<file path="config.mk">
export PLATFORM = sky130hd
export DESIGN_NAME = muldiv_ctrl_flat
export DESIGN_NICKNAME = d
export VERILOG_FILES = /design/src/rtl/muldiv_pkg.sv /design/src/rtl/muldiv_if.sv /design/src/rtl/muldiv_div_iter.sv /design/src/rtl/muldiv_ctrl.sv /design/src/flat_wrapper.sv
export SDC_FILE = /design/constraint.sdc
export NUM_CORES = 1
export LEC_CHECK = 0
export ABC_AREA = 0
export ABC_CLOCK_PERIOD_IN_PS = 10300
export CAP_MARGIN = 20
export CORE_MARGIN = 2
export CORE_UTILIZATION = 35
export DETAILED_ROUTE_END_ITERATION = 6
export PLACE_DENSITY = 0.52
export SETUP_SLACK_MARGIN = 0.4
export SLEW_MARGIN = 20
export SYNTH_ARGS = -nofsm -noshare
export SYNTH_HDL_FRONTEND = slang
export SYNTH_SLANG_ARGS = --single-unit
</file>
<file path="constraint.sdc">
create_clock -name clk -period 10.3 [get_ports clk]
set_input_delay 1.545 -clock clk [delete_from_list [all_inputs] [get_ports clk]]
set_output_delay 1.545 -clock clk [all_outputs]
set_load 0.01 [all_outputs]
</file>
<file path="src/rtl/muldiv_pkg.sv">
// Shared types and constants for the multiply/divide sequencer.
package muldiv_pkg;

  typedef enum logic [1:0] {
    IDLE,
    MUL,
    DIV,
    WB
  } state_e;

  typedef enum logic [2:0] {
    OP_NONE,
    OP_MUL,
    OP_DIV,
    OP_MTHI,
    OP_MTLO
  } op_sel_e;

  localparam int unsigned MAX_WIDTH = 64;

  // Divide-by-zero quotient; sliced down to the operand width at the use site.
  localparam logic [MAX_WIDTH-1:0] DIV0_LO = '1;

  function automatic op_sel_e decode_op(input logic mul, input logic div,
                                        input logic mthi, input logic mtlo);
    if (mul) return OP_MUL;
    if (div) return OP_DIV;
    if (mthi) return OP_MTHI;
    if (mtlo) return OP_MTLO;
    return OP_NONE;
  endfunction

endpackage

</file>
<file path="src/rtl/muldiv_if.sv">
// EXE <-> mul/div unit op handshake, operands, status and HI/LO readback.
interface muldiv_if #(
  parameter int unsigned WIDTH = 32
);
  logic             op_valid;
  logic             op_ready;
  logic             op_mul;
  logic             op_div;
  logic             op_unsign;
  logic             op_mthi;
  logic             op_mtlo;
  logic [WIDTH-1:0] src_a;
  logic [WIDTH-1:0] src_b;
  logic             cancel;
  logic             busy;
  logic             done;
  logic [WIDTH-1:0] hi;
  logic [WIDTH-1:0] lo;

  modport master (
    output op_valid, op_mul, op_div, op_unsign, op_mthi, op_mtlo, src_a, src_b, cancel,
    input  op_ready, busy, done, hi, lo
  );

  modport slave (
    input  op_valid, op_mul, op_div, op_unsign, op_mthi, op_mtlo, src_a, src_b, cancel,
    output op_ready, busy, done, hi, lo
  );
endinterface

</file>
<file path="src/rtl/muldiv_div_iter.sv">
// Restoring radix-2 divide datapath on unsigned magnitudes; sequenced by muldiv_ctrl.
module muldiv_div_iter #(
  parameter int unsigned WIDTH = 32
) (
  input  logic             clk,
  input  logic             reset,
  input  logic             start,
  input  logic             step,
  input  logic [WIDTH-1:0] dividend,
  input  logic [WIDTH-1:0] divisor,
  output logic [WIDTH-1:0] quotient,
  output logic [WIDTH-1:0] remainder
);

  logic [WIDTH:0] trial;

  // The dividend shifts out of the quotient register MSB-first into the remainder.
  assign trial = {remainder, quotient[WIDTH-1]} - {1'b0, divisor};

  always_ff @(posedge clk or posedge reset) begin
    if (reset) begin
      quotient  <= '0;
      remainder <= '0;
    end else if (start) begin
      quotient  <= dividend;
      remainder <= '0;
    end else if (step) begin
      if (!trial[WIDTH]) begin
        remainder <= trial[WIDTH-1:0];
        quotient  <= {quotient[WIDTH-2:0], 1'b1};
      end else begin
        remainder <= {remainder[WIDTH-2:0], quotient[WIDTH-1]};
        quotient  <= {quotient[WIDTH-2:0], 1'b0};
      end
    end
  end

endmodule

</file>
<file path="src/rtl/muldiv_ctrl.sv">
// MULT/MULTU/DIV/DIVU and MTHI/MTLO sequencer owning HI/LO. Defining MULDIV_FAST_MUL_EN
// swaps the iterative shift-add multiplier for a 2-stage pipelined one.
module muldiv_ctrl
  import muldiv_pkg::*;
#(
  parameter int unsigned      WIDTH    = 32,
  parameter logic [WIDTH-1:0] HI_RESET = '0
) (
  input logic     clk,
  input logic     reset,
  muldiv_if.slave bus
);

  localparam int unsigned    CW      = $clog2(WIDTH);
  localparam logic [CW-1:0]  CNT_MAX = CW'(WIDTH - 1);
`ifdef MULDIV_FAST_MUL_EN
  localparam logic [CW-1:0]  MUL_LAST = CW'(1);
`else
  localparam logic [CW-1:0]  MUL_LAST = CNT_MAX;
`endif

  state_e             state;
  logic [CW-1:0]      cnt;
  logic               busy_q, done_q;
  logic [WIDTH-1:0]   hi_q, lo_q, a_raw;
  logic               is_div, neg_res, neg_rem, div0;
  op_sel_e            op;
  logic               accept, sgn_a, sgn_b, cnt_last;
  logic [WIDTH-1:0]   abs_a, abs_b, quo, rem, q_fix, r_fix, div_hi, div_lo;
  logic [2*WIDTH-1:0] mul_res;

  assign op           = decode_op(bus.op_mul, bus.op_div, bus.op_mthi, bus.op_mtlo);
  assign bus.op_ready = (state == IDLE) & ~bus.cancel;
  assign accept       = bus.op_valid & bus.op_ready;
  assign sgn_a        = ~bus.op_unsign & bus.src_a[WIDTH-1];
  assign sgn_b        = ~bus.op_unsign & bus.src_b[WIDTH-1];
  assign abs_a        = sgn_a ? ('0 - bus.src_a) : bus.src_a;
  assign abs_b        = sgn_b ? ('0 - bus.src_b) : bus.src_b;
  assign cnt_last     = (state == DIV) ? (cnt == CNT_MAX) : (cnt == MUL_LAST);

  assign bus.busy = busy_q;
  assign bus.done = done_q;
  assign bus.hi   = hi_q;
  assign bus.lo   = lo_q;

  muldiv_div_iter #(.WIDTH(WIDTH)) u_div (
    .clk      (clk),
    .reset    (reset),
    .start    (accept && (op == OP_DIV)),
    .step     (state == DIV),
    .dividend (abs_a),
    .divisor  (abs_b),
    .quotient (quo),
    .remainder(rem)
  );

  assign q_fix  = neg_res ? ('0 - quo) : quo;
  assign r_fix  = neg_rem ? ('0 - rem) : rem;
  assign div_hi = div0 ? a_raw : r_fix;
  assign div_lo = div0 ? DIV0_LO[WIDTH-1:0] : q_fix;

`ifdef MULDIV_FAST_MUL_EN
  logic [WIDTH-1:0]   opa, opb;
  logic [2*WIDTH-1:0] p1, p2;

  // Stage 1 multiplies magnitudes, stage 2 applies the sign; both run while in MUL.
  always_ff @(posedge clk or posedge reset) begin
    if (reset) begin
      opa <= '0;
      opb <= '0;
      p1  <= '0;
      p2  <= '0;
    end else begin
      if (accept && (op == OP_MUL)) begin
        opa <= abs_a;
        opb <= abs_b;
      end
      if (state == MUL) begin
        p1 <= {{WIDTH{1'b0}}, opa} * {{WIDTH{1'b0}}, opb};
        p2 <= neg_res ? ('0 - p1) : p1;
      end
    end
  end

  assign mul_res = p2;
`else
  logic [WIDTH-1:0]   mcand;
  logic [2*WIDTH-1:0] prod;
  logic [WIDTH:0]     psum;

  // Multiplier sits in the low half and shifts out as partial sums shift into the top.
  assign psum = {1'b0, prod[2*WIDTH-1:WIDTH]} + (prod[0] ? {1'b0, mcand} : '0);

  always_ff @(posedge clk or posedge reset) begin
    if (reset) begin
      mcand <= '0;
      prod  <= '0;
    end else if (accept && (op == OP_MUL)) begin
      mcand <= abs_a;
      prod  <= {{WIDTH{1'b0}}, abs_b};
    end else if (state == MUL) begin
      prod <= {psum, prod[WIDTH-1:1]};
    end
  end

  assign mul_res = neg_res ? ('0 - prod) : prod;
`endif

  always_ff @(posedge clk or posedge reset) begin
    if (reset) begin
      state   <= IDLE;
      cnt     <= '0;
      busy_q  <= 1'b0;
      done_q  <= 1'b0;
      hi_q    <= HI_RESET;
      lo_q    <= HI_RESET;
      a_raw   <= '0;
      is_div  <= 1'b0;
      neg_res <= 1'b0;
      neg_rem <= 1'b0;
      div0    <= 1'b0;
    end else begin
      done_q <= 1'b0;
      case (state)
        IDLE: begin
          if (accept) begin
            case (op)
              OP_MUL, OP_DIV: begin
                state   <= (op == OP_DIV) ? DIV : MUL;
                cnt     <= '0;
                busy_q  <= 1'b1;
                is_div  <= (op == OP_DIV);
                neg_res <= sgn_a ^ sgn_b;
                neg_rem <= sgn_a;
                div0    <= (bus.src_b == '0);
                a_raw   <= bus.src_a;
              end
              OP_MTHI: hi_q <= bus.src_a;
              OP_MTLO: lo_q <= bus.src_a;
              default: ;
            endcase
          end
        end
        MUL, DIV: begin
          if (bus.cancel) begin
            state  <= IDLE;
            busy_q <= 1'b0;
          end else begin
            if (cnt_last) state <= WB;
            if (cnt != CNT_MAX) cnt <= cnt + 1'b1;
          end
        end
        WB: begin
          state  <= IDLE;
          busy_q <= 1'b0;
          if (!bus.cancel) begin
            {hi_q, lo_q} <= is_div ? {div_hi, div_lo} : mul_res;
            done_q       <= 1'b1;
          end
        end
        default: state <= IDLE;
      endcase
    end
  end

endmodule

</file>
<file path="src/flat_wrapper.sv">
// flat-port wrapper written by rule: the top's interface ports become plain ports
module muldiv_ctrl_flat import muldiv_pkg::*;
#(
  parameter int unsigned      WIDTH    = 32,
  parameter logic [WIDTH-1:0] HI_RESET = '0
)
  (clk, reset, bus_op_valid, bus_op_mul, bus_op_div, bus_op_unsign, bus_op_mthi, bus_op_mtlo, bus_src_a, bus_src_b, bus_cancel, bus_op_ready, bus_busy, bus_done, bus_hi, bus_lo);
  muldiv_if #(.WIDTH(WIDTH)) bus_i ();
  input logic clk;
  input logic reset;
  input wire logic [$bits(bus_i.op_valid)-1:0] bus_op_valid;
  input wire logic [$bits(bus_i.op_mul)-1:0] bus_op_mul;
  input wire logic [$bits(bus_i.op_div)-1:0] bus_op_div;
  input wire logic [$bits(bus_i.op_unsign)-1:0] bus_op_unsign;
  input wire logic [$bits(bus_i.op_mthi)-1:0] bus_op_mthi;
  input wire logic [$bits(bus_i.op_mtlo)-1:0] bus_op_mtlo;
  input wire logic [$bits(bus_i.src_a)-1:0] bus_src_a;
  input wire logic [$bits(bus_i.src_b)-1:0] bus_src_b;
  input wire logic [$bits(bus_i.cancel)-1:0] bus_cancel;
  output wire logic [$bits(bus_i.op_ready)-1:0] bus_op_ready;
  output wire logic [$bits(bus_i.busy)-1:0] bus_busy;
  output wire logic [$bits(bus_i.done)-1:0] bus_done;
  output wire logic [$bits(bus_i.hi)-1:0] bus_hi;
  output wire logic [$bits(bus_i.lo)-1:0] bus_lo;
  assign bus_i.op_valid = bus_op_valid;
  assign bus_i.op_mul = bus_op_mul;
  assign bus_i.op_div = bus_op_div;
  assign bus_i.op_unsign = bus_op_unsign;
  assign bus_i.op_mthi = bus_op_mthi;
  assign bus_i.op_mtlo = bus_op_mtlo;
  assign bus_i.src_a = bus_src_a;
  assign bus_i.src_b = bus_src_b;
  assign bus_i.cancel = bus_cancel;
  assign bus_op_ready = bus_i.op_ready;
  assign bus_busy = bus_i.busy;
  assign bus_done = bus_i.done;
  assign bus_hi = bus_i.hi;
  assign bus_lo = bus_i.lo;
  muldiv_ctrl #(.WIDTH(WIDTH), .HI_RESET(HI_RESET)) u_core (.clk(clk), .reset(reset), .bus(bus_i));
endmodule
</file>
==> impl_metrics.json <==
{
  "p_total_mw": 7.67,
  "syn2layout_area_growth_pct": 15.4,
  "finalWirelength_mm": 67.2,
  "worst-path-buf-inv": 3,
  "p_leak_nw": 9.38,
  "dp_hpwl_mm": 48.6,
  "crit_chain": "clkdlybuf4s50_1 -> inv_1 -> ha_1 -> nor3b_4 -> a21oi_1 -> xnor2_1 -> ha_1 -> or3_1 -> o31ai_1 -> o21bai_1 -> maj3_1 -> a31oi_4 -> o31ai_1 -> maj3_2 -> a22o_2 -> o21ai_4 -> xnor2_4 -> buf_4 -> nand3b_1 -> xor2_1 -> a211oi_1",
  "p_int_mw": 4.10,
  "criticalPathCategory": "in2reg",
  "cts-buffers-inserted": 34,
  "final_cell_mix": "nand2_1, dfrtp_1, a21oi_1",
  "multi_input_area_sq_mm": 0.0127,
  "required_ns": 10.74,
  "drive_above_1_share": 0.0559,
  "cts_tree": "done",
  "swShare": 0.465,
  "ant_nets": 0,
  "pwr-share-clk": 0.158,
  "slowest_delay_ns": 0.66,
  "start_util": 0.356,
  "path_clk_slew_ns": 0.05,
  "synth-main-ff-cell": "dfrtp_1",
  "placed_cell_area_sq_mm": 0.0221,
  "synth_seq_cells": 269,
  "grtUsageTotal": 0.225,
  "antenna_found_initial": 0,
  "grt_pass1_vias": 17500,
  "ys_seq_area_frac": 0.334,
  "root_buffer": "clkbuf_16",
  "num-nets-final": 2652,
  "fin_cells": 3294,
  "dp_slack_ns": 2.92,
  "gp_congestion": 0.870,
  "slowest_stage": "clkdlybuf4s50_1",
  "startpoint_type": "input port",
  "irDropWorstVdd_mv": 0.161,
  "io_buffers": 139,
  "drv_slew": 0,
  "seq_area_sq_mm": 0.00674,
  "power_frac_comb": 0.552,
  "synthArstFlopShare": 1.00,
  "cts_setup_buffers": 0,
  "core_region_area_sq_mm": 0.0566,
  "clk_latency_ns": 0.55,
  "cellPowerDensity_mw_per_mm2": 330,
  "final_design_area_no_fill_sq_mm": 0.0232,
  "hold_viol": 0,
  "grt_pass1_wl_mm": 105,
  "yosys_warnings": 0,
  "cts_resized": 0,
  "die_w_um": 244,
  "fin_ws_ns": 3.51,
  "fmax_ghz": 0.147,
  "synth-edff-count": 0,
  "critPathMaxFanout": 40,
  "synth_area_per_cell_sq_um": 8.14,
  "synth_cell_type_count": 97,
  "synth_area_sq_mm": 0.0201,
  "ys_top_cells_by_area": "dfrtp_1, nand2_1, xnor2_1",
  "cap_violations": 0,
  "synth_top_area_cell": "dfrtp_1",
  "utilization": 0.410,
  "setup-tns-final_ns": 0,
  "tightest_slew_ns": 1.07,
  "syn_inst": 2474,
  "rsz0062_at_grt": "no",
  "fin_crit_ns": 6.79,
  "drt-initial-drc-count": 1322,
  "vias": 18200,
  "n_fill_cell": 5762,
  "place_inst": 3238,
  "die_h_um": 244,
  "grt_max_degree": 150,
  "fin_hold_ws_ns": 0.469,
  "die_area_sq_mm": 0.0594,
  "htreeDepth": 2,
  "final_common_cell": "nand2_1",
  "synth_top_area_share": 0.334,
  "relSlewSlack": 0.288,
  "p_sw_mw": 3.56,
  "clock_sinks": 269,
  "route.detailed.drc": 0,
  "worstSetupEndpointType": "register",
  "seqPwrFrac": 0.291,
  "worstPathArrival_ns": 7.23,
  "via_per_inst": 5.51,
  "hold_buffers": 0,
  "rows": 87,
  "antenna_cells": 0,
  "io_pins": 140,
  "path_delay_family": "compound AO/OA/AOI/OAI gates",
  "grt_overflow": 0,
  "synth_fp_nets": 2608,
  "drtPass1Iterations": 5,
  "skew_ns": 0.0147,
  "outcome": "completed",
  "period_share": 0.659,
  "cts_buffer_depth": 3,
  "finalSetupViolCount": 0,
  "hold_path.class": "reg2reg",
  "detail_route.wl_per_cell_um": 20.4
}
==> cell type report <==
class / instances / area share
repair buffers: 159 / 0.0669
clock buffers: 48 / 0.0429
inverters: 52 / 0.00873
flip-flops and latches: 269 / 0.290
clock inverters: 8 / 0.00399
multi-input cells: 2002 / 0.547
well taps: 756 / 0.0407
==> registers in the layout (all words and copies together) (netlist names), 2 cells and up <==
name / flops
u_core.mcand: 32
u_core.bus.hi: 32
u_core.bus.lo: 32
u_core.prod: 64
u_core.state: 2
u_core.u_div.quotient: 32
u_core.cnt: 5
u_core.a_raw: 32
u_core.u_div.remainder: 32
==> per-layer routing <==
| layer | vias to the layer above | wire length (um) | global-route usage |
|---|---|---|---|
| li1 | 8751 | - | - |
| met2 | 472 | 29900 | 0.352 |
| met4 | 0 | 1200 | 0.0551 |
| met1 | 8862 | 33000 | 0.331 |
| met5 | - | 0 | 0 |
| met3 | 67 | 3160 | 0.0239 |
==> power groups by stage <==
stage	clock, mW	combinational, mW	sequential, mW
floorplan	0	3.08	2.00
global placement	0	4.17	2.21
detailed placement	0	4.20	2.23
CTS	1.24	4.23	2.22
global route	1.28	4.69	2.31
finish	1.21	4.23	2.23
==> cell usage after synthesis (18+ instances only) <==
cell      instances
nand2_1         378
dfrtp_1         269
a21oi_1         235
nor2_1          209
o21ai_0         186
xnor2_1         156
clkbuf_1        130
xor2_1           95
nor2b_1          77
mux2i_1          71
ha_1             59
inv_1            51
a211oi_1         50
o31ai_1          47
and2_1           41
nor3_1           34
nand2b_1         26
nand3_1          25
or3_1            24
a31oi_1          22
a21o_1           19
o211ai_1         19
o41ai_1          18
or4_1            18
==> worst reg2reg max path: stages (launching register included) <==
cell,delay (ns)
dfrtp_1,0.40
inv_1,0.17
ha_1,0.31
fa_1,0.23
nand2b_1,0.17
a21oi_1,0.14
o31ai_1,0.38
o21bai_1,0.12
maj3_1,0.42
a31oi_4,0.20
o31ai_1,0.12
maj3_2,0.35
a22o_2,0.30
o21ai_4,0.26
xnor2_4,0.14
buf_4,0.44
nand3b_1,0.17
xor2_1,0.16
a211oi_1,0.24
==> worst paths after layout <==
kind                                                       start                                endpoint  slack, ns  cells past startpoint
setup / recovery                                    bus_src_b[0]  u_core.u_div.remainder[21]$_DFFE_PP0P_       3.51                     21
hold / removal                      u_core.mcand[15]$_DFFE_PP0P_            u_core.mcand[15]$_DFFE_PP0P_       0.47                      2
setup reg to reg           u_core.u_div.quotient[31]$_DFFE_PP0P_  u_core.u_div.remainder[21]$_DFFE_PP0P_       5.50                     18
hold reg to reg                     u_core.mcand[15]$_DFFE_PP0P_            u_core.mcand[15]$_DFFE_PP0P_       0.47                      2
max in group asynchronous                                  reset              u_core.neg_res$_DFFE_PP0P_       7.15                      3
min in group asynchronous                                  reset           u_core.bus.hi[16]$_DFFE_PP0P_       1.57                      2
==> cell families (layout without fill, tap and decap cells) <==
kind of cell             Yosys count  count (layout)  share of synthesized area
AO/OA/AOI/OAI                    685             685                      0.209
adder cells (fa/ha/maj)           79              79                     0.0479
multiplexers                      72              72                     0.0359
flip-flops                       269             269                      0.334
AND/OR/NAND/NOR                  905             905                      0.214
buffers and inverters            203             267                     0.0393
XOR/XNOR                         261             261                      0.119
Note: power is estimated with default switching activity, not from simulation.
